[config.mk]
export PLATFORM = sky130hd
export DESIGN_NAME = rot13_link_host_flat
export DESIGN_NICKNAME = d
export VERILOG_FILES = /design/src/rtl/rot13_link_pkg.sv /design/src/rtl/rot13_link_host_if.sv /design/src/rtl/rot13_link_phase_timer.sv /design/src/rtl/rot13_link_host.sv /design/src/flat_wrapper.sv
export SDC_FILE = /design/constraint.sdc
export NUM_CORES = 1
export LEC_CHECK = 0
export ABC_CLOCK_PERIOD_IN_PS = 3100
export BUFFER_PORTS_ARGS = -buffer_cell sky130_fd_sc_hd__buf_4
export CORE_AREA = 2 2 91 71
export CTS_CLUSTER_SIZE = 10
export DETAILED_ROUTE_END_ITERATION = 8
export DIE_AREA = 0 0 93 73
export GPL_ROUTABILITY_DRIVEN = 0
export MAX_ROUTING_LAYER = met4
export SYNTH_ARGS = -nofsm -noshare
export SYNTH_HDL_FRONTEND = slang
export SYNTH_SLANG_ARGS = --single-unit
[constraint.sdc]
create_clock -name clk -period 3.1 [get_ports clk]
set_clock_uncertainty 0.1 [all_clocks]
set_input_delay 0.62 -clock clk [delete_from_list [all_inputs] [get_ports clk]]
set_output_delay 0.62 -clock clk [all_outputs]
set_load 0.005 [all_outputs]
[src/rtl/rot13_link_pkg.sv]
// Shared constants, state encoding and the ROT13 reference used to check device results.
package rot13_link_pkg;

    localparam logic [1:0] CTL_LOW   = 2'b00;
    localparam logic [1:0] CTL_HIGH  = 2'b01;
    localparam logic [1:0] CTL_XFORM = 2'b10;
    localparam logic [7:0] ACK_LOW   = 8'h0F;
    localparam logic [7:0] ACK_HIGH  = 8'hF0;

    typedef enum logic [2:0] {
        StIdle,
        StPhLo,
        StPhHi,
        StPhXf,
        StDone,
        StAbort
    } state_e;

    // Letters rotate by 13; other 7-bit codes pass through; the upper half maps to zero.
    function automatic logic [7:0] rot13_ref(input logic [7:0] b);
        logic [7:0] r;
        if (b[7]) begin
            r = 8'h00;
        end else if ((b >= 8'h41 && b <= 8'h4D) || (b >= 8'h61 && b <= 8'h6D)) begin
            r = b + 8'd13;
        end else if ((b >= 8'h4E && b <= 8'h5A) || (b >= 8'h6E && b <= 8'h7A)) begin
            r = b - 8'd13;
        end else begin
            r = b;
        end
        return r;
    endfunction

endpackage

[src/rtl/rot13_link_host_if.sv]
// Byte streams plus device-link pins of the ROT13 link host; master is the host side.
interface rot13_link_host_if;

    logic [7:0] in_data;
    logic       in_valid;
    logic       in_ready;
    logic [7:0] out_data;
    logic       out_valid;
    logic       out_ready;
    logic       out_mismatch;
    logic [1:0] link_ctl;
    logic [3:0] link_data;
    logic [7:0] link_rsp;
    logic       link_rst;
    logic       err_ack;
    logic       busy;

    modport master (
        input  in_data, in_valid, out_ready, link_rsp,
        output in_ready, out_data, out_valid, out_mismatch, link_ctl, link_data, link_rst,
               err_ack, busy
    );

    modport slave (
        output in_data, in_valid, out_ready, link_rsp,
        input  in_ready, out_data, out_valid, out_mismatch, link_ctl, link_data, link_rst,
               err_ack, busy
    );

endinterface

[src/rtl/rot13_link_phase_timer.sv]
// Per-phase wait counter and retry counter for the link host sequencer.
module rot13_link_phase_timer #(
    parameter int unsigned RSP_DELAY = 1,
    parameter int unsigned MAX_RETRY = 2
) (
    input  logic clk,
    input  logic reset,
    input  logic active_i,
    input  logic retry_clr_i,
    input  logic retry_inc_i,
    output logic sample_now_o,
    output logic retry_exhausted_o
);

    localparam int unsigned WaitW = $clog2(RSP_DELAY + 1);

    logic [WaitW-1:0] wait_q, wait_d;
    logic [2:0]       retry_q, retry_d;

    assign sample_now_o      = active_i && (wait_q == WaitW'(RSP_DELAY));
    assign retry_exhausted_o = (retry_q >= 3'(MAX_RETRY));

    // Clearing at the sample edge restarts the count for whichever phase comes next.
    always_comb begin
        wait_d  = (active_i && !sample_now_o) ? wait_q + WaitW'(1) : '0;
        retry_d = retry_q;
        if (retry_clr_i) begin
            retry_d = '0;
        end else if (retry_inc_i) begin
            retry_d = retry_q + 3'd1;
        end
    end

    always_ff @(posedge clk) begin
        if (reset) begin
            wait_q  <= '0;
            retry_q <= '0;
        end else begin
            wait_q  <= wait_d;
            retry_q <= retry_d;
        end
    end

endmodule

[src/rtl/rot13_link_host.sv]
// Host initiator: loads a byte as two nibbles, requests the transform and returns the result.
module rot13_link_host
    import rot13_link_pkg::*;
#(
    parameter int unsigned RSP_DELAY = 1,
    parameter int unsigned MAX_RETRY = 2
) (
    input  logic                      clk,
    input  logic                      reset,
    rot13_link_host_if.master         bus
);

    state_e     state_q, state_d;
    logic [7:0] byte_q, byte_d;
    logic [7:0] out_data_q, out_data_d;
    logic       out_valid_q, out_valid_d;
    logic       out_mismatch_q, out_mismatch_d;
    logic [1:0] link_ctl_q, link_ctl_d;
    logic [3:0] link_data_q, link_data_d;
    logic       link_rst_q, link_rst_d;
    logic       err_ack_q, err_ack_d;

    logic in_phase, sample_now, retry_exhausted, retry_clr, retry_inc;

    assign in_phase = (state_q == StPhLo) || (state_q == StPhHi) || (state_q == StPhXf);

    rot13_link_phase_timer #(
        .RSP_DELAY (RSP_DELAY),
        .MAX_RETRY (MAX_RETRY)
    ) u_timer (
        .clk               (clk),
        .reset             (reset),
        .active_i          (in_phase),
        .retry_clr_i       (retry_clr),
        .retry_inc_i       (retry_inc),
        .sample_now_o      (sample_now),
        .retry_exhausted_o (retry_exhausted)
    );

    always_comb begin
        state_d        = state_q;
        byte_d         = byte_q;
        out_data_d     = out_data_q;
        out_valid_d    = out_valid_q;
        out_mismatch_d = out_mismatch_q;
        link_ctl_d     = link_ctl_q;
        link_data_d    = link_data_q;
        link_rst_d     = 1'b0;
        err_ack_d      = err_ack_q;
        retry_clr      = 1'b0;
        retry_inc      = 1'b0;
        unique case (state_q)
            StIdle: begin
                if (bus.in_valid) begin
                    byte_d      = bus.in_data;
                    state_d     = StPhLo;
                    retry_clr   = 1'b1;
                    link_ctl_d  = CTL_LOW;
                    link_data_d = bus.in_data[3:0];
                end
            end
            StPhLo, StPhHi: begin
                if (sample_now) begin
                    if (bus.link_rsp == ((state_q == StPhLo) ? ACK_LOW : ACK_HIGH)) begin
                        retry_clr = 1'b1;
                        if (state_q == StPhLo) begin
                            state_d     = StPhHi;
                            link_ctl_d  = CTL_HIGH;
                            link_data_d = byte_q[7:4];
                        end else begin
                            state_d     = StPhXf;
                            link_ctl_d  = CTL_XFORM;
                            link_data_d = '0;
                        end
                    end else if (!retry_exhausted) begin
                        // Stay put with the same drive; the timer restarts the phase.
                        retry_inc = 1'b1;
                    end else begin
                        state_d     = StAbort;
                        link_ctl_d  = CTL_XFORM;
                        link_data_d = '0;
                        link_rst_d  = 1'b1;
                        err_ack_d   = 1'b1;
                    end
                end
            end
            StPhXf: begin
                if (sample_now) begin
                    out_data_d     = bus.link_rsp;
                    out_mismatch_d = (bus.link_rsp != rot13_ref(byte_q));
                    out_valid_d    = 1'b1;
                    state_d        = StDone;
                end
            end
            StDone: begin
                if (bus.out_ready) begin
                    out_valid_d = 1'b0;
                    state_d     = StIdle;
                end
            end
            StAbort: state_d = StIdle;
            default: state_d = StIdle;
        endcase
    end

    always_ff @(posedge clk) begin
        if (reset) begin
            state_q        <= StIdle;
            byte_q         <= '0;
            out_data_q     <= '0;
            out_valid_q    <= 1'b0;
            out_mismatch_q <= 1'b0;
            link_ctl_q     <= CTL_XFORM;
            link_data_q    <= '0;
            link_rst_q     <= 1'b1;
            err_ack_q      <= 1'b0;
        end else begin
            state_q        <= state_d;
            byte_q         <= byte_d;
            out_data_q     <= out_data_d;
            out_valid_q    <= out_valid_d;
            out_mismatch_q <= out_mismatch_d;
            link_ctl_q     <= link_ctl_d;
            link_data_q    <= link_data_d;
            link_rst_q     <= link_rst_d;
            err_ack_q      <= err_ack_d;
        end
    end

    assign bus.in_ready     = (state_q == StIdle) && !reset;
    assign bus.busy         = (state_q != StIdle);
    assign bus.out_data     = out_data_q;
    assign bus.out_valid    = out_valid_q;
    assign bus.out_mismatch = out_mismatch_q;
    assign bus.link_ctl     = link_ctl_q;
    assign bus.link_data    = link_data_q;
    assign bus.link_rst     = link_rst_q;
    assign bus.err_ack      = err_ack_q;

endmodule
[src/flat_wrapper.sv]
// flat-port wrapper written by rule: the top's interface ports become plain ports
module rot13_link_host_flat import rot13_link_pkg::*;
#(
    parameter int unsigned RSP_DELAY = 1,
    parameter int unsigned MAX_RETRY = 2
)
  (clk, reset, bus_in_data, bus_in_valid, bus_out_ready, bus_link_rsp, bus_in_ready, bus_out_data, bus_out_valid, bus_out_mismatch, bus_link_ctl, bus_link_data, bus_link_rst, bus_err_ack, bus_busy);
  rot13_link_host_if bus_i ();
  input  logic clk;
  input  logic reset;
  input wire logic [$bits(bus_i.in_data)-1:0] bus_in_data;
  input wire logic [$bits(bus_i.in_valid)-1:0] bus_in_valid;
  input wire logic [$bits(bus_i.out_ready)-1:0] bus_out_ready;
  input wire logic [$bits(bus_i.link_rsp)-1:0] bus_link_rsp;
  output wire logic [$bits(bus_i.in_ready)-1:0] bus_in_ready;
  output wire logic [$bits(bus_i.out_data)-1:0] bus_out_data;
  output wire logic [$bits(bus_i.out_valid)-1:0] bus_out_valid;
  output wire logic [$bits(bus_i.out_mismatch)-1:0] bus_out_mismatch;
  output wire logic [$bits(bus_i.link_ctl)-1:0] bus_link_ctl;
  output wire logic [$bits(bus_i.link_data)-1:0] bus_link_data;
  output wire logic [$bits(bus_i.link_rst)-1:0] bus_link_rst;
  output wire logic [$bits(bus_i.err_ack)-1:0] bus_err_ack;
  output wire logic [$bits(bus_i.busy)-1:0] bus_busy;
  assign bus_i.in_data = bus_in_data;
  assign bus_i.in_valid = bus_in_valid;
  assign bus_i.out_ready = bus_out_ready;
  assign bus_i.link_rsp = bus_link_rsp;
  assign bus_in_ready = bus_i.in_ready;
  assign bus_out_data = bus_i.out_data;
  assign bus_out_valid = bus_i.out_valid;
  assign bus_out_mismatch = bus_i.out_mismatch;
  assign bus_link_ctl = bus_i.link_ctl;
  assign bus_link_data = bus_i.link_data;
  assign bus_link_rst = bus_i.link_rst;
  assign bus_err_ack = bus_i.err_ack;
  assign bus_busy = bus_i.busy;
  rot13_link_host #(.RSP_DELAY(RSP_DELAY), .MAX_RETRY(MAX_RETRY)) u_core (.clk(clk), .reset(reset), .bus(bus_i));
endmodule
==> flow_summary_export.csv <==
group,metric,value,unit
cts,worst_skew_pair.late_latency,0.28,ns
yosys,synth.avg_cell_area,7.993,sq um
finish,n_antenna_cell,0,
critical_path,cp-end-kind,"register",
sta,final-hold-violation-count,0,
cts,clock-root-buffer,"clkbuf_8",
power,power.total,1.132,mW
place,dp_hpwl,3.753,mm
cts,clockBufferDepth,2,
sta,period_needed,2.793,ns
global_route,antenna_found_initial,0,
yosys,synthArstFlopShare,0,%
sta,maxSlewViolCount,0,
sta,tns,0,ns
critical_path,reg2reg_slack,0.31,ns
place,place_area,2341,sq um
yosys,synth_ff_type,"dfxtp_1",
yosys,synth_cell_types,59,
sta,post-route-period-util,90.09,%
power,irDropWorstVdd,227.8,uV
finish,multi_input_area,1222,sq um
yosys,synth_top_cell_by_area,"dfxtp_1",
cts,cts_resized,0,
die,fp.dieH,73,um
hold_path,hold_class,"register to register",
yosys,yosys.area.top_type_share,33.06,%
global_route,grt_pass1_vias,1751,
sta,max-slew-margin-rel,63.12,%
sta,setup_ws,0.3072,ns
sta,max_freq,358.1,MHz
die,rows,25,
finish,area_delta_synth_final,22.23,%
detailed_routing,via_per_inst,5.141,
yosys,netlist_area,1998,sq um
die,start_util,33.27,%
cts,cts_setup_buffers,0,
yosys,ys_seq_elements,33,
die,die-area,6789,sq um
place,port_buffers,39,
die,io_pins,40,
sta,setup_viol,0,
yosys,synth_seq_area_share,33.06,%
die,die_w,93,um
critical_path,setup.worst_path.class,"register to register",
finish,nets,311,
place,dp.cells,360,
detailed_routing,drc,0,
critical_path,worstPathArrival,2.85,ns
detailed_routing,drt_pass1_iterations,4,
detailed_routing,dr_total_vias,1892,
run_status,status,"finished clean",
yosys,synth_edf_count,0,
global_route,grt_overflow,0,
finish,n_fill_cell,636,
power,power_density,463.5,nW/um^2
cts,clkSlewWorstSetupHoldPaths,0.07,ns
detailed_routing,wl_per_cell,13.62,um
finish,stdcell_count,368,
finish,final_cell_area,2442,sq um
global_route,grt_first_pass_wirelength,8.514,mm
global_route,grt_max_degree,34,
finish,mostFrequentLayoutCells,"nand2_1 (43), buf_4 (43), dfxtp_1 (33), a21oi_1 (30), nor2_1 (13)",
critical_path,start_kind,"register",
place,place_ws,0.2998,ns
cts,cts.sinks,33,
cts,htreeDepth,2,
critical_path,crit_path_max_fanout,9,
critical_path,crit_required,3.16,ns
yosys,synth_fp_nets,275,
cts,ctsHoldBuffers,0,
detailed_routing,detail-route-antenna-nets,0,
yosys,yosys_warnings,0,
sta,worst_slew_pin_slew,0.5475,ns
sta,rsz0062_at_grt,"no",
yosys,netlist_instances,250,
yosys,yosys-top-cells-area,"dfxtp_1 (33%), nand2_1 (8.1%), a21oi_1 (7.5%), ha_1 (3.1%), o21ai_0 (2.8%)",
cts,cts_tree,"yes",
power,p_leak,0.9070,nW
cts,cts_made_buffers,5,
flow_run,drv_cap,0,
detailed_routing,routed_wl,5.012,mm
die,core,6006,sq um
global_route,grt_use_total,16.07,%
finish,area.sequential,660.6,sq um
detailed_routing,drt_iter0_drc,109,
finish,drive_above_1_share,23.00,%
power breakdown:
group / total, mW / switching, mW / internal (mW)
clock network: 0.352 / 0.151 / 0.201
logic: 0.286 / 0.153 / 0.133
registers: 0.494 / 0.0448 / 0.450
total: 1.13 / 0.349 / 0.783
critical path, cell delays in order, from the launching register on:
cell and delay [ns]:
dfxtp_1 0.49, ha_1 0.29, and4bb_2 0.29, nor3_2 0.46, a32oi_1 0.15, xnor2_1 0.16
a2111o_1 0.33, nor4b_1 0.29, a31oi_1 0.11
area by class of cell:
| cell class | count | area share (%) |
|---|---|---|
| tap | 81 | 4.150 |
| clock buffer | 7 | 3.945 |
| inverter | 9 | 1.383 |
| clock inverter | 1 | 0.2049 |
| sequential | 33 | 27.05 |
| timing repair buffer | 43 | 13.22 |
| multi-input combinational | 194 | 50.05 |
logic make-up (layout without fill, tap and decap cells):
logic type,after synthesis,count (layout),synth area share (%)
mux,4,4,2.066
simple gates,104,104,27.74
buf+inv,23,60,5.761
fa+ha+maj,6,6,3.632
flops,33,33,33.06
xor+xnor,5,5,2.192
compound gates,75,75,25.55
per-layer routing:
metal | vias to the layer above | track usage (%) | routed length, um
li1 | 973 | - | -
met1 | 858 | 22.28 | 2604
met2 | 57 | 23.91 | 2080
met3 | 4 | 4.339 | 300
met4 | 0 | 2.614 | 26
met5 | - | - | 0
synth_stat cells (3+ instances only):
| cell type | count |
|---|---|
| a31oi_1 | 5 |
| clkbuf_1 | 7 |
| nor3_1 | 8 |
| a21oi_1 | 30 |
| mux2i_1 | 3 |
| nor2b_1 | 4 |
| nor2_1 | 13 |
| a22oi_1 | 6 |
| nand2_1 | 43 |
| nand3_1 | 5 |
| o21ai_0 | 11 |
| buf_2 | 4 |
| nor4_1 | 5 |
| xor2_1 | 3 |
| dfxtp_1 | 33 |
| inv_1 | 9 |
| nand2b_1 | 4 |
| ha_1 | 5 |
state kept, by name, summed over array words and instances, names as in the netlist:
| register | cells |
|---|---|
| u_core.u_timer.wait_q | 1 |
| u_core.bus.err_ack | 1 |
| u_core.bus.link_ctl | 2 |
| u_core.bus.link_rst | 1 |
| u_core.bus.out_data | 8 |
| u_core.bus.link_data | 4 |
| u_core.u_timer.retry_q | 3 |
| u_core.byte_q | 8 |
| u_core.bus.out_valid | 1 |
| u_core.bus.out_mismatch | 1 |
| u_core.state_q | 3 |
metrics by stage:
stage	utilization, %	hold slack (ns)
4_1_cts	40.67	0.3577
6_report	40.67	0.3560
3_3_place_gp	38.98	0.3428
2_1_floorplan	-	0.3421
3_5_place_dp	38.98	0.3448
5_1_grt	40.67	0.3767
path summary, 6_finish.rpt:
path,from,end,cells past startpoint
hold reg to reg,u_core.bus.err_ack$_SDFFE_PP0P_,u_core.bus.err_ack$_SDFFE_PP0P_,2
setup reg to reg,u_core.byte_q[0]$_SDFFE_PP0P_,u_core.bus.out_mismatch$_SDFFE_PP0P_,8
setup / recovery,u_core.byte_q[0]$_SDFFE_PP0P_,u_core.bus.out_mismatch$_SDFFE_PP0P_,8
hold / removal,u_core.bus.err_ack$_SDFFE_PP0P_,u_core.bus.err_ack$_SDFFE_PP0P_,2
Power figures use the tool's default switching activity.
